===== src/rtl/mem_arbiter.sv =====
// Arbitrates instruction-fetch and load/store requests onto one single-port memory, with a busy timeout.
// Define ARB_ROUND_ROBIN_EN to alternate contested grants; otherwise data always wins.
module mem_arbiter #(
  parameter int TIMEOUT = 255
) (
  input  logic        clk,
  input  logic        reset,
  input  logic        i_req,
  input  logic [31:0] i_addr,
  output logic [31:0] i_rdata,
  output logic        i_valid,
  input  logic        d_req,
  input  logic        d_we,
  input  logic [2:0]  d_func3,
  input  logic [31:0] d_addr,
  input  logic [31:0] d_wdata,
  output logic [31:0] d_rdata,
  output logic        d_valid,
  output logic        mem_req,
  output logic        mem_we,
  output logic [2:0]  mem_func3,
  output logic [31:0] mem_addr,
  output logic [31:0] mem_wdata,
  input  logic [31:0] mem_rdata,
  input  logic        mem_ready,
  output logic        stall,
  output logic        timeout_err
);

  typedef enum logic [1:0] {IDLE, BUSY_I, BUSY_D} state_t;

  localparam logic [7:0]  TIMEOUT_CNT  = 8'(TIMEOUT);
  localparam logic [31:0] TIMEOUT_DATA = 32'hDEADBEEF;

  state_t     state;
  logic [7:0] busy_cnt;
  logic       i_pend;
  logic       d_pend;
  logic       grant_d;

  // A request whose valid is high this cycle is the one just served, not a new one.
  assign i_pend = i_req & ~i_valid;
  assign d_pend = d_req & ~d_valid;
  assign stall  = i_pend | d_pend;

`ifdef ARB_ROUND_ROBIN_EN
  logic last_d;

  assign grant_d = d_pend & (~i_pend | ~last_d);

  // Only contested grants move the pointer, so each tie alternates regardless of solo traffic.
  always_ff @(posedge clk or negedge reset) begin
    if (!reset) begin
      last_d <= 1'b0;
    end else if (state == IDLE && i_pend && d_pend) begin
      last_d <= grant_d;
    end
  end
`else
  assign grant_d = d_pend;
`endif

  always_ff @(posedge clk or negedge reset) begin
    if (!reset) begin
      state       <= IDLE;
      busy_cnt    <= 8'd0;
      mem_req     <= 1'b0;
      mem_we      <= 1'b0;
      mem_func3   <= 3'b000;
      mem_addr    <= 32'd0;
      mem_wdata   <= 32'd0;
      i_rdata     <= 32'd0;
      i_valid     <= 1'b0;
      d_rdata     <= 32'd0;
      d_valid     <= 1'b0;
      timeout_err <= 1'b0;
    end else begin
      i_valid <= 1'b0;
      d_valid <= 1'b0;
      case (state)
        IDLE: begin
          if (grant_d) begin
            state     <= BUSY_D;
            busy_cnt  <= 8'd0;
            mem_req   <= 1'b1;
            mem_we    <= d_we;
            mem_func3 <= d_func3;
            mem_addr  <= d_addr;
            mem_wdata <= d_wdata;
          end else if (i_pend) begin
            // Fetches are always full-word reads (LW encoding).
            state     <= BUSY_I;
            busy_cnt  <= 8'd0;
            mem_req   <= 1'b1;
            mem_we    <= 1'b0;
            mem_func3 <= 3'b010;
            mem_addr  <= i_addr;
            mem_wdata <= 32'd0;
          end
        end
        BUSY_I, BUSY_D: begin
          // mem_ready wins over a timeout landing on the same cycle.
          if (mem_ready || busy_cnt == TIMEOUT_CNT) begin
            state     <= IDLE;
            mem_req   <= 1'b0;
            mem_we    <= 1'b0;
            mem_func3 <= 3'b000;
            mem_addr  <= 32'd0;
            mem_wdata <= 32'd0;
            if (!mem_ready) begin
              timeout_err <= 1'b1;
            end
            if (state == BUSY_I) begin
              i_valid <= 1'b1;
              i_rdata <= mem_ready ? mem_rdata : TIMEOUT_DATA;
            end else begin
              d_valid <= 1'b1;
              if (!mem_ready) begin
                d_rdata <= TIMEOUT_DATA;
              end else if (!mem_we) begin
                d_rdata <= mem_rdata;
              end
            end
          end else begin
            busy_cnt <= busy_cnt + 8'd1;
          end
        end
        default: state <= IDLE;
      endcase
    end
  end

endmodule

===== config.mk =====
export PLATFORM = sky130hd
export DESIGN_NAME = mem_arbiter
export DESIGN_NICKNAME = d
export VERILOG_FILES = /design/src/rtl/mem_arbiter.sv
export SDC_FILE = /design/constraint.sdc
export NUM_CORES = 1
export LEC_CHECK = 0
export ABC_AREA = 1
export ABC_CLOCK_PERIOD_IN_PS = 5430
export CAP_MARGIN = 20
export CORE_MARGIN = 2
export CORE_UTILIZATION = 40
export CTS_CLUSTER_SIZE = 8
export DETAILED_ROUTE_END_ITERATION = 8
export PLACE_DENSITY = 0.89
export SLEW_MARGIN = 15
export SYNTH_ARGS = -nofsm -noshare
export SYNTH_HDL_FRONTEND = slang
export SYNTH_SLANG_ARGS = --single-unit

===== constraint.sdc =====
create_clock -name clk -period 5.43 [get_ports clk]
set_input_delay 1.086 -clock clk [delete_from_list [all_inputs] [get_ports clk]]
set_output_delay 1.086 -clock clk [all_outputs]
set_load 0.005 [all_outputs]

# After elaboration in Yosys (flattened, before gate mapping)
# Index checks and enable logic that the tools add are counted.
dict set report classes {
  addsub 1
  n_eq_ne 7
  mux 35
  n_bitwise 7
  reduce_logical 10
}
# cell count
set ops {}
lappend ops {{two-way mux 32 bit} 8}
lappend ops {{one-hot mux 32 bit (2 select lines)} 2}
lappend ops {{two-way mux 8 bit} 3}
lappend ops {{one-hot mux 8 bit (2 select lines)} 1}
lappend ops {{AND reduction 3 bit} 4}
lappend ops {{two-way mux 1 bit} 11}
lappend ops {{two-way mux 3 bit} 3}
lappend ops {{adder 8 x 1 -> 8 bit, second input constant} 1}
lappend ops {{== test 8 bit, second input constant} 1}
lappend ops {{two-way mux 2 bit} 3}
lappend ops {{inequality test 2 bit, second input constant} 3}
lappend ops {{one-hot mux 3 bit (2 select lines)} 1}
lappend ops {{inverter 1 bit} 4}
lappend ops {{one-hot mux 1 bit (2 select lines)} 2}
lappend ops {{one-hot mux 2 bit (2 select lines)} 1}
lappend ops {{AND reduction 4 bit} 1}
lappend ops {{inequality test 3 bit, second input constant} 1}
lappend ops {{bitwise AND 1 bit} 2}
lappend ops {{== test 2 x 1 -> 1 bit, second input constant} 1}
lappend ops {{== test 2 bit, second input constant} 1}
lappend ops {{zero test 2 bit} 1}
lappend ops {{AND reduction 2 bit} 1}
lappend ops {{nonzero test 2 bit} 1}
lappend ops {{OR reduction 2 bit} 1}
lappend ops {{2 further kinds} 2}
dict set report totals {
  ff_bits 146
  inputBits 137
  output_inout_bits 137
  word_cells 72
}

# Depth between registers and ports, before layout
# Gate-level depths: netlist of run 1.
dict set report depth {
  depth_word 5
  mapped_depth 10
  depth_no_buf 9
}

# Worst setup path after synthesis of run 1
# Ideal clock, no wire load.
dict set report synth_timing {
  path_type {input to output}
  start {input port d_req}
  end {output port stall}
  arrival_time_ps 1515
  required_time_ps 4344
  path_slack_ps 2829
  path_stages 3
  path_buffers 1
  cell_sequence {nand2_4 -> buf_2 -> nand2_1}
}
dict set report synth_between {
  elab_chain_cells 2
}
# item line
set synth_lines {}
lappend synth_lines {{start: declaration} 12} ;# input logic d_req,
lappend synth_lines {{bitwise AND 1 bit} 43} ;# assign d_pend = d_req & ~d_valid;
lappend synth_lines {{bitwise OR 1 bit} 44} ;# assign stall = i_pend | d_pend;
lappend synth_lines {{end: declaration} 26} ;# output logic stall,
# No other way between the ends.

# Worst setup path after layout of run 1
# Same ends and word-level chain as after synthesis.

==> flow_summary_export.csv, run 1 <==
group,metric,value,unit
global_route,globalRouteOverflowTotal,0,
layout,post_route_cells_drive_above_1_share,0.0811,
timing,finalSetupViolations,0,
timing,grt_setup_unrepaired,"no",
logic_synthesis,avgSynthCellArea,9.59,um2
cts,cts.reportedPaths.clkPinSlew,0.06,ns
floorplanning,die_area,0.0167,mm2
floorplanning,ios,274,
layout,nNetsFinal,1054,
pwr,vdd_drop_max,0.384,mV
min_path,hold_end,"mem_req",
worst_setup_path,rr_endpoint,"i_rdata[13]",
route,postRouteAntennaNets,0,
min_path,timing.hold.worst.start,"mem_req",
pwr,cellLeakagePower,4.28,nW
timing,final_layout_worst_hold_slack,0.476,ns
global_route,wire_length_of_the_first_global_routing_pass,27.2,mm
floorplanning,core,0.0153,mm2
logic_synthesis,synthDistinctLibCells,28,
place,io_buffer_count,273,
timing,skew_final,0.00673,ns
pwr,finalPower,0.00542,W
timing,final.setup.tns,0,ns
worst_setup_path,crit_fanout,36,
timing,layout_worst_path_cycle_share,0.690,
layout,diodes,0,
cts,post_cts.repair.setup_buffers,0,
timing,post-route-min-period,3.74,ns
cts,ctsHoldBuffers,0,
global_route,grt_max_degree,97,
layout,synthToLayoutAreaGrowth,53.4,%
global_route,antenna_violations_before_repair,0,
worst_setup_path,rrSetupSlack,3.10,ns
floorplanning,dieHeight,129,um
logic_synthesis,yosysWarnings,0,
worst_setup_path,rr_worst_depth,9,
place,dp.cells,1105,
route,detailroute.via_count,5507,
floorplanning,floorplan.initialDensity,0.410,
pwr,power.density_cell_area,565,mW/mm2
floorplanning,rows,45,
cts,clock-sinks,146,
layout,post_layout_nonfiller_instances,1136,
logic_synthesis,synth_enable_flop_cells,0,
logic_synthesis,synth_top_flop_cell,"sky130_fd_sc_hd__dfrtp_1",
cts,ctsHtreeMaxLevel,4,
global_route,grt.total_usage,0.209,
run,drv.max_cap_violation_count,0,
route,drt-initial-drc-count,284,
timing,achievable-frequency,0.267,GHz
cts,clockRootBuffer,"sky130_fd_sc_hd__clkbuf_16",
cts,cts-buffers-inserted,17,
worst_setup_path,critical_setup_path_kind,"in -> out",
cts,worstSkewPairLatency,0.41,ns
logic_synthesis,ys_ff_latch,146,
worst_setup_path,startpoint_type,"primary input",
worst_setup_path,timing.critical_path.to_type,"primary output",
route,route.detailed.wl_per_inst,15.2,um
route,finalWirelength,17.3,mm
min_path,hold_class,"reg -> reg",
logic_synthesis,synthesis.nets,792,
logic_synthesis,synthTopCellsByArea,"sky130_fd_sc_hd__dfrtp_1 (58%), sky130_fd_sc_hd__nand2_1 (13%), sky130_fd_sc_hd__o21ai_1 (5.3%), sky130_fd_sc_hd__mux2i_1 (5.0%), sky130_fd_sc_hd__o21ai_0 (3.6%)",
route,vias_per_inst,4.85,
worst_setup_path,worst-endpoint-required,4.34,ns
logic_synthesis,synth_top_area_cell,"sky130_fd_sc_hd__dfrtp_1",
logic_synthesis,synth_top_area_share,0.584,
timing,number_of_hold_violations_in_the_final_report,0,
place,final_weighted_congestion_in_routability_driven_placement,0.792,
logic_synthesis,synth-seq-area-share,0.584,
logic_synthesis,netlist_area,0.00625,mm2
timing,worst-slew-pin-transition,0.858,ns
worst_setup_path,critical_path_arrival,2.66,ns
logic_synthesis,asyncSetResetFlopFracSynth,1.00,
run_status,status,"complete, no violations",
floorplanning,die_w,129,um
min_path,count_of_cells_along_the_worst_hold_path,2,
layout,finish.instance_area,0.00959,mm2
route,first_pass_iters,6,
timing,report.final.slew_viol_count,0,
cts,cts.repair.resized,0,
worst_setup_path,critical_path.reg2reg.startpoint,"busy_cnt[1]",
global_route,via_count_of_the_first_global_routing_pass,5506,
logic_synthesis,netlist_instances,652,
timing,worst_slew_margin_rel,0.428,
route,remaining_drc_errors,0,
logic_synthesis,ys_top_cells_by_count,"sky130_fd_sc_hd__nand2_1 (220), sky130_fd_sc_hd__dfrtp_1 (146), sky130_fd_sc_hd__o21ai_1 (66)",
cts,clock_path_buffers,2,
place,detailed_place.area,0.00904,mm2
place,dpl.hpwl,12.4,mm
logic_synthesis,synth.most_common_cell,"sky130_fd_sc_hd__nand2_1",
cts,tritoncts,"built",
[per-stage QoR]
stage	worst slack, ns	utilization
after detailed placement	1.63	0.592
after global routing	1.62	0.629
after floorplan	2.83	-
after global placement	1.64	0.592
after CTS	1.63	0.627
final	1.69	0.629
[routing by layer]
layer | GRT usage | up-vias | wire length [um]
met5 | 0 | - | 0
met4 | 0.0716 | 0 | 233
met3 | 0.0855 | 18 | 1760
met2 | 0.353 | 240 | 8580
met1 | 0.243 | 2604 | 6730
li1 | - | 2645 | -
[layout make-up]
cell class                 count  area [um2]
multi-input combinational    456        2290
clock buffer                  19         443
clock inverter                11        91.3
fill                        1212        5670
sequential                   146        3650
tap                          211         264
timing repair buffer         280        2800
inverter                      13        48.8
[report_power, final]
part	internal [W]	total, W	switching (W)
Combinational	0.00129	0.00247	0.00118
Clock	0.000631	0.00107	0.000438
Sequential	0.00160	0.00188	0.000282
[state kept, by name (all words and copies together), names as in the netlist]
register and count:
busy_cnt 8, d_rdata 32, d_valid 1, i_rdata 32, i_valid 1, mem_addr 32, mem_func3 3, mem_req 1
mem_wdata 32, mem_we 1, state 2, timeout_err 1
[worst max-delay path, stage by stage]
cell and delay, ns:
sky130_fd_sc_hd__clkdlybuf4s50_1 0.53, sky130_fd_sc_hd__nand2_4 0.35, sky130_fd_sc_hd__nand2_1 0.19, sky130_fd_sc_hd__clkdlybuf4s50_1 0.51
[cells by family (layout without fill, tap and decap cells)]
logic type / Yosys count / count (layout) / synth area share
and+or+nand+nor: 282 / 282 / 0.183
AOI/OAI and AO/OA: 138 / 138 / 0.125
DFF: 146 / 146 / 0.584
xor gates and xnor gates: 2 / 2 / 0.00280
muxes: 31 / 31 / 0.0496
buffers and inverters: 50 / 323 / 0.0498
adders and majority gates: 3 / 3 / 0.00600
[layout by cell type, fill, tap and decap left out, types with 4 or more instances in the layout]
master / instances
sky130_fd_sc_hd__o21ai_2: 23
sky130_fd_sc_hd__clkinv_2: 6
sky130_fd_sc_hd__clkdlybuf4s50_1: 272
sky130_fd_sc_hd__inv_1: 10
sky130_fd_sc_hd__nand3_1: 8
sky130_fd_sc_hd__nor2_1: 40
sky130_fd_sc_hd__nand2_2: 4
sky130_fd_sc_hd__clkbuf_16: 17
sky130_fd_sc_hd__mux2i_1: 31
sky130_fd_sc_hd__nand2_1: 219
sky130_fd_sc_hd__dfrtp_1: 146
sky130_fd_sc_hd__o21ai_0: 45
sky130_fd_sc_hd__o21ai_1: 66
sky130_fd_sc_hd__buf_4: 6
[worst max path at each step]
stage	from	endpoint	slack, ns
final	d_req	stall	1.69
after global routing	d_req	stall	1.62
after CTS	d_req	stall	1.63
after detailed placement	d_req	stall	1.63
after global placement	d_req	stall	1.64
after floorplan	d_req	stall	2.83
Note: power is estimated with default switching activity, not from simulation.
==> run 2: changes to the inputs <==
--- a/config.mk
+++ b/config.mk
@@ -6,13 +6,13 @@
 export NUM_CORES = 1
 export LEC_CHECK = 0
 export ABC_AREA = 1
-export ABC_CLOCK_PERIOD_IN_PS = 5430
+export ABC_CLOCK_PERIOD_IN_PS = 3230
 export CAP_MARGIN = 20
 export CORE_MARGIN = 2
-export CORE_UTILIZATION = 40
+export CORE_UTILIZATION = 38
 export CTS_CLUSTER_SIZE = 8
 export DETAILED_ROUTE_END_ITERATION = 8
-export PLACE_DENSITY = 0.89
+export PLACE_DENSITY = 0.88
 export SLEW_MARGIN = 15
 export SYNTH_ARGS = -nofsm -noshare
 export SYNTH_HDL_FRONTEND = slang
==> constraint.sdc (replaced) <==
create_clock -name clk -period 3.23 [get_ports clk]
set_input_delay 0.646 -clock clk [delete_from_list [all_inputs] [get_ports clk]]
set_output_delay 0.646 -clock clk [all_outputs]
set_load 0.005 [all_outputs]
==> flow_summary_export.csv, run 2 (same netlist as run 1, synthesis figures left out) <==
group,metric,value,unit
cts,clock_path_buffers,2,
layout,synthToLayoutAreaGrowth,55.7,%
cts,clockRootBuffer,"sky130_fd_sc_hd__clkbuf_16",
layout,post_layout_nonfiller_instances,1145,
worst_setup_path,rrSetupSlack,0.86,ns
route,finalWirelength,18.1,mm
floorplanning,core,0.0160,mm2
layout,layout.cells.most_common_list,"sky130_fd_sc_hd__clkdlybuf4s50_1 (272), sky130_fd_sc_hd__nand2_1 (219), sky130_fd_sc_hd__dfrtp_1 (146), sky130_fd_sc_hd__o21ai_1 (66), sky130_fd_sc_hd__o21ai_0 (45)",
global_route,grt_max_degree,74,
worst_setup_path,slowest_delay,0.49,ns
route,detailroute.via_count,5496,
worst_setup_path,startpoint_type,"primary input",
min_path,hold_class,"in -> async",
worst_setup_path,worst-endpoint-required,2.58,ns
worst_setup_path,critical_path.reg2reg.startpoint,"state[0]",
floorplanning,die_w,132,um
timing,final.setup.tns,0,ns
timing,finalSetupViolations,0,
global_route,antenna_violations_before_repair,0,
global_route,via_count_of_the_first_global_routing_pass,5669,
route,first_pass_iters,4,
timing,grt_setup_unrepaired,"no",
layout,diodes,0,
cts,ctsHtreeMaxLevel,4,
worst_setup_path,path_depth,4,
pwr,net-switching-power,0.00327,W
timing,worst-slew-pin-transition,0.695,ns
place,dp.cells,1114,
pwr,cellLeakagePower,4.34,nW
timing,achievable-frequency,0.404,GHz
timing,skew_final,0.00892,ns
place,dpl.hpwl,13.0,mm
run,drv.max_cap_violation_count,0,
pwr,share_seq_of_total_power,0.336,
run_status,status,"complete, no violations",
layout,nNetsFinal,1057,
worst_setup_path,rr_worst_depth,8,
floorplanning,die_area,0.0175,mm2
global_route,globalRouteOverflowTotal,0,
timing,post-route-min-period,2.47,ns
pwr,vdd_drop_max,0.495,mV
timing,number_of_hold_violations_in_the_final_report,0,
floorplanning,ios,274,
global_route,grt.total_usage,0.210,
route,remaining_drc_errors,0,
route,route.detailed.wl_per_inst,15.8,um
cts,post_cts.repair.setup_buffers,0,
cts,clock-sinks,146,
cts,ctsHoldBuffers,0,
worst_setup_path,critical_path.cell_chain,"clkdlybuf4s50_1 -> nand2_1 -> nand2_1 -> clkdlybuf4s50_1",
timing,worst_slew_margin_rel,0.537,
global_route,wire_length_of_the_first_global_routing_pass,29.4,mm
pwr,combinationalPowerShare,0.448,
worst_setup_path,critical_setup_path_kind,"in -> out",
worst_setup_path,critical_path.top_delay_family,"buffers and inverters",
floorplanning,floorplan.initialDensity,0.391,
floorplanning,dieHeight,132,um
pwr,power.density_cell_area,970,mW/mm2
timing,layout_worst_path_cycle_share,0.766,
route,postRouteAntennaNets,0,
worst_setup_path,cp_num_buf_inv,2,
pwr,intPower,0.00618,W
place,final_weighted_congestion_in_routability_driven_placement,0.803,
layout,sequential_cell_area,0.00365,mm2
worst_setup_path,crit_fanout,2,
layout,post_route_cells_drive_above_1_share,0.0850,
pwr,switching_share,0.346,
worst_setup_path,rr_endpoint,"mem_addr[12]",
cts,cts.repair.resized,0,
worst_setup_path,timing.critical_path.to_type,"primary output",
cts,cts-buffers-inserted,17,
place,io_buffer_count,273,
worst_setup_path,critical_path_arrival,1.83,ns
layout,fill_cells,1308,
floorplanning,rows,46,
route,drt-initial-drc-count,248,
layout,multi_input_area,0.00229,mm2
cts,cts.reportedPaths.clkPinSlew,0.06,ns
layout,leading_cell_type_in_the_layout_fill_and_taps_excluded,"sky130_fd_sc_hd__clkdlybuf4s50_1",
pwr,p_clk_frac,0.217,
cts,tritoncts,"built",
worst_setup_path,critPathSlowestCell,"sky130_fd_sc_hd__clkdlybuf4s50_1",
route,vias_per_inst,4.80,
timing,report.final.slew_viol_count,0,
cts,worstSkewPairLatency,0.41,ns
run 2: cell type report:
cell class / instances / share of cell area
Clock buffer: 18 / 0.0441
Clock inverter: 13 / 0.0189
Inverter: 13 / 0.00501
Multi-Input combinational cell: 456 / 0.235
Sequential cell: 146 / 0.375
Tap cell: 216 / 0.0278
Timing Repair Buffer: 283 / 0.294
run 2: worst max path at each step:
stage / end / slack [ns] / startpoint
global placement: stall / 0.75 / i_req
floorplan: mem_addr[25] / 1.51 / state[0]
detailed placement: d_rdata[2] / 0.69 / mem_ready
finish: stall / 0.76 / i_req
CTS: stall / 0.75 / i_req
global route: stall / 0.72 / i_req
run 2: power by group through the flow:
stage | Clock (W) | Combinational (W) | Sequential (W)
final | 0.00205 | 0.00423 | 0.00317
after global routing | 0.00219 | 0.00464 | 0.00327
after CTS | 0.00210 | 0.00429 | 0.00317
after detailed placement | 0 | 0.00427 | 0.00318
after global placement | 0 | 0.00413 | 0.00314
after floorplan | 0 | 0.00198 | 0.00320
run 2: stage by stage:
step                      worst slack, ns  power [W]  hold WS [ns]   util  cell area, um2
after floorplan                      1.51    0.00518         0.350      -            6250
final                               0.757    0.00944         0.240  0.609            9740
after global placement              0.753    0.00727         0.456  0.570            9120
after CTS                           0.754    0.00956         0.249  0.609            9740
after global routing                0.716     0.0101         0.281  0.609            9740
after detailed placement            0.689    0.00745         0.462  0.570            9120
run 2: layer usage:
layer	wire length, um	global-route usage	vias up
met4	257	0.0657	0
met1	7410	0.260	2591
met5	0	0	-
met2	8840	0.350	226
li1	-	-	2658
met3	1600	0.0704	21
